File: config.mk
export PLATFORM = sky130hd
export DESIGN_NAME = hog_cell_hist
export DESIGN_NICKNAME = d
export VERILOG_FILES = /design/src/rtl/hog_pkg.sv /design/src/rtl/hog_tan_bin.sv /design/src/rtl/hog_cell_hist.sv
export SDC_FILE = /design/constraint.sdc
export NUM_CORES = 1
export LEC_CHECK = 0
export CAP_MARGIN = 20
export CORE_ASPECT_RATIO = 1.5
export CORE_UTILIZATION = 45
export CTS_CLUSTER_SIZE = 20
export DETAILED_ROUTE_END_ITERATION = 10
export PLACE_DENSITY = 0.78
export SYNTH_ARGS = -nofsm -noshare
export SYNTH_HDL_FRONTEND = slang
export SYNTH_SLANG_ARGS = --single-unit
File: constraint.sdc
create_clock -name clk -period 4.7 [get_ports clk]
set_clock_uncertainty 0.1 [all_clocks]
set_input_delay 0.94 -clock clk [delete_from_list [all_inputs] [get_ports clk]]
set_output_delay 0.94 -clock clk [all_outputs]
set_load 0.005 [all_outputs]
File: src/rtl/hog_pkg.sv
// Shared definitions for the HOG cell-histogram slice.
// Holds the bin count, the bin index type and the Q4.16 tangent thresholds
// that separate the nine 20-degree unsigned-orientation bins. The same
// constants are used by the gradient divider's output clamp.
package hog_pkg;

  localparam int unsigned NUM_BINS = 9;
  localparam int unsigned TAN_W    = 20;

  typedef logic [3:0] bin_t;

  // Positive-slope thresholds: tan(20), tan(40), tan(60), tan(80).
  localparam logic signed [TAN_W-1:0] T20    = 20'sh05D2D;
  localparam logic signed [TAN_W-1:0] T40    = 20'sh0D6CF;
  localparam logic signed [TAN_W-1:0] T60    = 20'sh1BB68;
  localparam logic signed [TAN_W-1:0] T80    = 20'sh5ABD9;
  // Negative-slope thresholds: tan(160), tan(140), tan(120), tan(100).
  localparam logic signed [TAN_W-1:0] N20    = 20'shFA2D3;
  localparam logic signed [TAN_W-1:0] N40    = 20'shF2931;
  localparam logic signed [TAN_W-1:0] N60    = 20'shE4498;
  localparam logic signed [TAN_W-1:0] TAN100 = 20'shA5426;

endpackage

File: src/rtl/hog_tan_bin.sv
// Combinational orientation classifier: maps a signed Q4.16 quotient
// t = gy/gx onto one of nine 20-degree unsigned-orientation bins.
// Ports:
//   tan - signed quotient from the divider (T_W bits)
//   bin - bin index 0..8
module hog_tan_bin
  import hog_pkg::*;
#(
  parameter int unsigned T_W = 20
) (
  input  logic [T_W-1:0] tan,
  output bin_t           bin
);

  localparam logic signed [T_W-1:0] P1 = T_W'(T20);
  localparam logic signed [T_W-1:0] P2 = T_W'(T40);
  localparam logic signed [T_W-1:0] P3 = T_W'(T60);
  localparam logic signed [T_W-1:0] P4 = T_W'(T80);
  localparam logic signed [T_W-1:0] M1 = T_W'(N20);
  localparam logic signed [T_W-1:0] M2 = T_W'(N40);
  localparam logic signed [T_W-1:0] M3 = T_W'(N60);
  localparam logic signed [T_W-1:0] M4 = T_W'(TAN100);

  logic signed [T_W-1:0] t;

  always_comb begin
    t = $signed(tan);
    if (t >= 0) begin
      if      (t < P1) bin = 4'd0;
      else if (t < P2) bin = 4'd1;
      else if (t < P3) bin = 4'd2;
      else if (t < P4) bin = 4'd3;
      else             bin = 4'd4;
    end else begin
      // Both clamp extremes (near-vertical gradients and gx=0) land in bin 4.
      if      (t <= M4) bin = 4'd4;
      else if (t <= M3) bin = 4'd5;
      else if (t <= M2) bin = 4'd6;
      else if (t <= M1) bin = 4'd7;
      else              bin = 4'd8;
    end
  end

endmodule

File: src/rtl/hog_cell_hist.sv
// HOG cell histogram: classifies each pixel's orientation quotient into one
// of nine bins, accumulates gradient magnitude per bin over CELL_PIX pixels,
// then presents the finished histogram until downstream takes it.
// Build option: define HOG_BIN_SAT_EN to saturate each bin at 2^HIST_W-1;
// otherwise bin adds wrap modulo 2^HIST_W.
// Ports:
//   clk, rst          - clock, synchronous active-high reset
//   i_valid/i_ready   - pixel sample handshake (i_tan, i_mag)
//   o_valid/o_ready   - histogram handshake (o_hist, bin k at [k*HIST_W +: HIST_W])
module hog_cell_hist
  import hog_pkg::*;
#(
  parameter int unsigned T_W      = 20,
  parameter int unsigned MAG_W    = 9,
  parameter int unsigned HIST_W   = 16,
  parameter int unsigned CELL_PIX = 64
) (
  input  logic                       clk,
  input  logic                       rst,
  input  logic                       i_valid,
  output logic                       i_ready,
  input  logic [T_W-1:0]             i_tan,
  input  logic [MAG_W-1:0]           i_mag,
  output logic                       o_valid,
  input  logic                       o_ready,
  output logic [NUM_BINS*HIST_W-1:0] o_hist
);

  localparam int unsigned CNT_W = $clog2(CELL_PIX);
  localparam logic [CNT_W-1:0] CNT_LAST = CNT_W'(CELL_PIX - 1);

  typedef enum logic [1:0] {StAccum, StFlush, StHold} state_e;

  state_e           state_q, state_d;
  logic [CNT_W-1:0] cnt_q, cnt_d;
  logic             flush_q, flush_d;
  logic             clear;
  logic             accept;

  bin_t             cls_bin;
  logic             s1_valid_q;
  bin_t             s1_bin_q;
  logic [MAG_W-1:0] s1_mag_q;

  logic [HIST_W-1:0] hist_q [NUM_BINS];
  logic [HIST_W-1:0] cur_val, new_val;

  hog_tan_bin #(
    .T_W (T_W)
  ) u_tan_bin (
    .tan (i_tan),
    .bin (cls_bin)
  );

  assign accept = i_valid & i_ready;

  // Control FSM ----------------------------------------------------------
  always_comb begin
    state_d = state_q;
    cnt_d   = cnt_q;
    flush_d = 1'b0;
    clear   = 1'b0;
    i_ready = 1'b0;
    o_valid = 1'b0;
    unique case (state_q)
      StAccum: begin
        i_ready = 1'b1;
        if (i_valid) begin
          if (cnt_q == CNT_LAST) begin
            cnt_d   = '0;
            state_d = StFlush;
          end else begin
            cnt_d = cnt_q + 1'b1;
          end
        end
      end
      StFlush: begin
        // Two cycles let the last sample pass S1 and land in its bin.
        flush_d = ~flush_q;
        if (flush_q) state_d = StHold;
      end
      StHold: begin
        o_valid = 1'b1;
        if (o_ready) begin
          clear   = 1'b1;
          state_d = StAccum;
        end
      end
      default: state_d = StAccum;
    endcase
  end

  always_ff @(posedge clk) begin
    if (rst) begin
      state_q <= StAccum;
      cnt_q   <= '0;
      flush_q <= 1'b0;
    end else begin
      state_q <= state_d;
      cnt_q   <= cnt_d;
      flush_q <= flush_d;
    end
  end

  // Stage S1: registered classification --------------------------------
  always_ff @(posedge clk) begin
    if (rst) begin
      s1_valid_q <= 1'b0;
      s1_bin_q   <= '0;
      s1_mag_q   <= '0;
    end else begin
      s1_valid_q <= accept;
      s1_bin_q   <= cls_bin;
      s1_mag_q   <= i_mag;
    end
  end

  // Stage S2: read-modify-write of the selected bin ---------------------
`ifdef HOG_BIN_SAT_EN
  logic [HIST_W:0] sum_wide;

  always_comb begin
    cur_val  = hist_q[s1_bin_q];
    sum_wide = {1'b0, cur_val} + (HIST_W + 1)'(s1_mag_q);
    new_val  = sum_wide[HIST_W] ? '1 : sum_wide[HIST_W-1:0];
  end
`else
  always_comb begin
    cur_val = hist_q[s1_bin_q];
    new_val = cur_val + HIST_W'(s1_mag_q);
  end
`endif

  // clear only fires in StHold, when S1 is guaranteed empty.
  always_ff @(posedge clk) begin
    if (rst || clear) begin
      for (int k = 0; k < NUM_BINS; k++) hist_q[k] <= '0;
    end else if (s1_valid_q) begin
      hist_q[s1_bin_q] <= new_val;
    end
  end

  always_comb begin
    o_hist = '0;
    for (int k = 0; k < NUM_BINS; k++) o_hist[k*HIST_W +: HIST_W] = hist_q[k];
  end

endmodule

==> flow_metrics.tcl <==
set metrics [dict create \
    status "finished with violations" \
    violations "design-rule violations" \
    fp.dieW_um 139 \
    arrival_ns 4.62 \
    cts_made_buffers 26 \
    avgSynthCellArea_um2 15.2 \
    worst_pin_slew_ns 0.941 \
    power.internal_mw 4.43 \
    dieArea_um2 28800 \
    final_common_cell "edfxtp_1" \
    dp_hpwl_mm 23.6 \
    drt-initial-drc-count 1002 \
    cts.path.max_buffers 3 \
    cts_tree "done" \
    path_max_fanout 15 \
    yosys_warnings 0 \
    rr_worst_depth 14 \
    path_class "flop to flop" \
    grt_pass1_wl_mm 50.3 \
    portBuffers 178 \
    holdPathStages 1 \
    clock_sinks 279 \
    netlist_area_um2 12600 \
    wl_per_cell_um 23.8 \
    route.vias.total 8298 \
    design.core.area_um2 27400 \
    area_delta_synth_final_pct 24.6 \
    overflow 0 \
    synthCells 832 \
    final_cell_mix "edfxtp_1, clkdlybuf4s50_1, nor2_1" \
    post-route-min-period_ns 4.49 \
    vias_per_cell 5.93 \
    diodes 0 \
    finalSetupViolCount 0 \
    power_frac_comb_pct 14.3 \
    hold_path.class "flop to flop" \
    finalCritPeriodShare_pct 95.5 \
    max_slew_margin_pct 37.1 \
    ys_seq_elements 279 \
    finalMaxSlewViolations 0 \
    synth_async_sr_flop_share_pct 0 \
    seqPwrFrac_pct 49.7 \
    grt_usage_pct 23.3 \
    power_frac_clock_pct 36.0 \
    rsz0062_at_grt "false" \
    start_kind "flop" \
    fp.dieH_um 207 \
    synth-seq-area-share_pct 64.4 \
    clk_latency_ns 0.53 \
    crit_required_ns 4.83 \
    syn_nets 876 \
    ys.flop_type "edfxtp_1" \
    setup_slack_ns 0.211 \
    dp.cells 1350 \
    drt-total-wl_mm 33.3 \
    crit_path_end_kind "flop" \
    powerDensity_nw_per_um2 373 \
    cts_root_buf "clkbuf_16" \
    yosysUniqueCellTypes 69 \
    finalNonFillerCells 1399 \
    switchingPower_mw 1.44 \
    synth-edff-count 256 \
    p_leak_nw 5.61 \
    drc_errors 15 \
    cts_max_level 1 \
    io_pins 179 \
    drv_cap 0 \
    swShare_pct 24.5 \
    start_util_pct 46.1 \
    place_ws_ns 0.185 \
    ant_nets 0 \
    path_clk_slew_ns 0.06 \
    grt_pass1_vias 8422 \
    rows 74 \
    nets 1081 \
    max_freq_mhz 223 \
    first_pass_iters 9 \
    ir_drop_mv 0.217 \
    antenna_found_initial 0 \
    cts_hold_buffers 0 \
    timing.final.hold_violations 0 \
    tns_ns 0 \
    gp_congestion 0.901 \
    drive_gt1_share_pct 14.9 \
    grt_max_degree 37 \
]
-- sequential cells by signal (all words and copies together), names as in the netlist --
signal      flops
s1_bin_q        4
state_q         2
cnt_q           6
s1_mag_q        9
s1_valid_q      1
hist_q        256
flush_q         1
-- final cells by class --
type	count	area, µm²
Fill cell	2077	11700
Sequential cell	279	8160
Multi-Input combinational cell	477	4040
Timing Repair Buffer	226	2160
Clock buffer	31	691
Tap cell	342	428
Clock inverter	17	170
Inverter	27	101
-- critical path: stages, from the launching register on --
cell	delay, ns
dfxtp_4	0.56
buf_16	0.21
mux4_2	0.53
mux4_2	0.49
ha_1	0.24
inv_1	0.08
fa_1	0.21
nor2b_1	0.06
o21a_1	0.17
o21ai_0	0.44
a211oi_1	0.17
buf_4	0.19
o21bai_1	0.22
xnor2_2	0.27
inv_1	0.23
-- Yosys cell counts (3+ instances only) --
master	n	area, µm²
a211o_1	3	26.3
buf_4	5	37.5
nand3_1	7	35.0
a22o_1	6	52.6
dfxtp_1	23	460
nand4_1	8	50.1
a21boi_0	3	22.5
nand2_1	43	161
a22oi_1	4	30.0
nor3_1	6	30.0
nor2_1	176	661
clkbuf_1	25	93.8
nor2b_1	13	81.3
and2_1	4	25.0
a211oi_1	5	37.5
a311oi_1	3	26.3
o21a_1	4	30.0
ha_1	10	125
a21oi_1	15	75.1
o21bai_1	5	37.5
or3_1	3	18.8
o21ai_0	14	70.1
buf_12	4	80.1
xor2_1	9	78.8
buf_6	12	135
nand2b_1	6	37.5
nor2_4	3	33.8
xnor2_1	5	43.8
mux4_2	51	1150
edfxtp_1	256	7690
a31oi_1	4	25.0
nor4_1	4	25.0
inv_1	26	97.6
mux4_1	23	604
-- logic make-up (layout without fill, tap and decap cells) --
group / Yosys count / after routing / synth area share, %
compound gates: 79 / 79 / 4.35
mux: 74 / 74 / 13.9
buf+inv: 76 / 301 / 3.65
fa+ha+maj: 11 / 11 / 1.15
simple gates: 294 / 294 / 10.7
flops: 279 / 279 / 64.4
xor+xnor: 19 / 19 / 1.79
-- power groups by stage --
| stage | Sequential (mW) | Clock [mW] | Combinational, mW |
|---|---|---|---|
| finish | 2.92 | 2.11 | 0.841 |
| global route | 2.92 | 2.23 | 0.898 |
| CTS | 2.92 | 2.13 | 0.826 |
| detailed placement | 2.97 | 0 | 0.817 |
| global placement | 2.97 | 0 | 0.796 |
| floorplan | 2.93 | 0 | 0.501 |
-- stage by stage --
stage                     area (µm²)  hold WS [ns]  util [%]  power, mW
after global placement         14900         0.318      54.2       3.77
after global routing           15700         0.351      57.5       6.05
after CTS                      15700         0.330      57.3       5.87
final                          15700         0.328      57.5       5.87
after floorplan                12600         0.305         -       3.43
after detailed placement       14900         0.321      54.2       3.79
-- metal layers --
metal,GRT usage [%],share of wire (%),up-vias
met5,0,0,-
met4,9.58,3.2,0
met3,3.90,8.4,69
met2,42.1,53,511
met1,27.5,36,4151
li1,-,-,3567
-- final timing paths --
kind,slack (ns),start,endpoint
hold reg to reg,0.33,flush_q,flush_q
setup reg to reg,0.21,s1_bin_q[0],hist_q[12][12]
setup / recovery,0.21,s1_bin_q[0],hist_q[12][12]
hold / removal,0.33,flush_q,flush_q
-- repair_timing --
item	CTS	global route
endpoints found under the hold margin	0	0
resized for setup	0	1
endpoints found under the setup margin	0	7
setup buffers	0	1
Power figures use the tool's default switching activity.
==> RTL edit (same settings) <==
Add a define of `HOG_BIN_SAT_EN`.
--- a/src/rtl/hog_cell_hist.sv
+++ b/src/rtl/hog_cell_hist.sv
@@ -8,4 +8,6 @@
 //   i_valid/i_ready   - pixel sample handshake (i_tan, i_mag)
 //   o_valid/o_ready   - histogram handshake (o_hist, bin k at [k*HIST_W +: HIST_W])
+`define HOG_BIN_SAT_EN
+
 module hog_cell_hist
   import hog_pkg::*;
Behaviour: same outputs for any inputs over 4 cycles, from zero or initial values and one cycle with rst high; that may be too few to reach the edited logic, so the function may still have changed.
==> RTL edit against the original RTL <==
- the flow still finishes with violations (DRC)
- die area fell by 0.27%
- synthesized cell count up 2.5%
- routed wire length rose by 7.4%
- cell area grew 1.0%
- via count increased by 4.0%
- setup slack got worse by 0.021 ns
- sequential cell count did not move
- area after synthesis decreased by 0.27%
- power shrank 0.11%
- first-iteration DRC count is 14% lower
- critical path type unchanged
- critical endpoint is now hist_q[10][5]
- largest cell class unchanged
- largest power group unchanged
- highest routed layer unchanged
==> RTL edit: results <==
export IMPL_clk_pin_slew_ns=0.06
export IMPL_reg2reg_depth=13
export IMPL_num_vias=8629
export IMPL_insertion_delay_ns=0.53
export IMPL_hold_ws_ns=0.338
export IMPL_cts_inserted_buffers=27
export IMPL_gp_congestion=0.951
export IMPL_synthFlopType="edfxtp_1"
export IMPL_grt_pass1_vias=8434
export IMPL_drtIter0Drc=865
export IMPL_grt_pass1_wl_mm=52.3
export IMPL_htree_levels=1
export IMPL_grt_usage_pct=24.7
export IMPL_slew_headroom_pct=35.5
export IMPL_failed_checks="DRC"
export IMPL_crit_fanout=13
export IMPL_place_area_um2=15000
export IMPL_synth_edf_count=256
export IMPL_drive_gt1_share_pct=19.8
export IMPL_r2r_slack_ns=0.19
export IMPL_syn_nets=897
export IMPL_min_path_cells=1
export IMPL_route_detailed_drc=12
export IMPL_grt_max_degree=25
export IMPL_leakage_nw=5.56
export IMPL_ir_drop_mv=0.287
export IMPL_yosys_top_cells_area="edfxtp_1 (61%), mux4_2 (13%), nor2_1 (4.9%)"
export IMPL_nNetsFinal=1110
export IMPL_ys_top_cells_by_count="edfxtp_1 (256), nor2_1 (166), mux4_2 (71)"
export IMPL_fillers=2047
export IMPL_drtPass1Iterations=8
export IMPL_yosysSeqAreaShare_pct=64.6
export IMPL_cts_root_buf="clkbuf_16"
export IMPL_dp_hpwl_mm=25.4
export IMPL_rr_startpoint="s1_bin_q[1]"
export IMPL_crit_arrival_ns=4.64
export IMPL_wl_per_cell_um=25.1
export IMPL_top_regs="hist_q x256, s1_mag_q x9, cnt_q x6"
export IMPL_antenna_found_initial=0
export IMPL_yosys_cell_types_count=73
export IMPL_outcome="finished, violations left"
export IMPL_r2r_end="hist_q[10][5]"
export IMPL_port_buffers=178
-- RTL edit: metrics by stage --
step,setup TNS [ns],setup WS (ns),std cells,utilization (%)
final,0,0.189,1425,58.0
after global routing,0,0.0345,1425,58.0
after CTS,0,0.0178,1420,57.8
after detailed placement,-5.01,-0.119,1373,54.6
after global placement,0,0.0235,1373,54.6
after floorplan,0,0.137,853,-
-- RTL edit: cells by family (layout without fill, tap and decap cells) --
group,after synthesis,after routing,synth area share [%]
compound gates,85,85,4.63
xor+xnor,13,13,0.903
fa+ha+maj,11,11,1.15
buf+inv,73,303,2.82
flops,279,279,64.6
mux,76,76,13.5
simple gates,316,316,12.4
-- RTL edit: worst min-delay path by stage --
stage / start / end
after floorplan: flush_q / flush_q
after global placement: flush_q / flush_q
after detailed placement: flush_q / flush_q
after CTS: flush_q / flush_q
after global routing: flush_q / flush_q
final: flush_q / flush_q
-- RTL edit: cell type report --
| cell class | count | area share (%) |
|---|---|---|
| Clock inverter | 13 | 0.731 |
| Inverter | 24 | 0.566 |
| Clock buffer | 33 | 4.58 |
| Timing Repair Buffer | 233 | 14.3 |
| Tap cell | 342 | 2.69 |
| Multi-Input combinational cell | 501 | 25.9 |
| Sequential cell | 279 | 51.3 |
-- RTL edit: worst max-delay path: stages (launching register included) --
cell and delay, ns:
dfxtp_2 0.64, buf_4 0.25, mux4_2 0.33, mux4_2 0.48, ha_1 0.22, fa_1 0.42, a211o_1 0.32, o211ai_1 0.15
a211oi_2 0.15, nor2_1 0.34, nor4_4 0.16, buf_4 0.18, nor2_4 0.27, inv_1 0.21
-- RTL edit: per-layer routing --
metal / wire length, um / part of all wire, % / global-route usage, %
met3: 2510 / 7.0 / 2.82
met5: 0 / 0 / 0
met4: 2070 / 5.8 / 12.8
met1: 11900 / 33 / 28.0
met2: 19300 / 54 / 45.7
-- RTL edit: power by group --
| part | total [mW] | internal (mW) | switching [mW] | leakage, nW |
|---|---|---|---|---|
| logic | 0.875 | 0.358 | 0.517 | 2.45 |
| clock network | 2.09 | 1.20 | 0.889 | 0.423 |
| registers | 2.90 | 2.84 | 0.0608 | 2.69 |
| total | 5.86 | 4.40 | 1.47 | 5.56 |
-- RTL edit: repair_timing --
item,in CTS,in global routing
setup endpoints to repair,97,253
pin swaps,0,1
gates resized for setup,0,3
buffers inserted,1,5
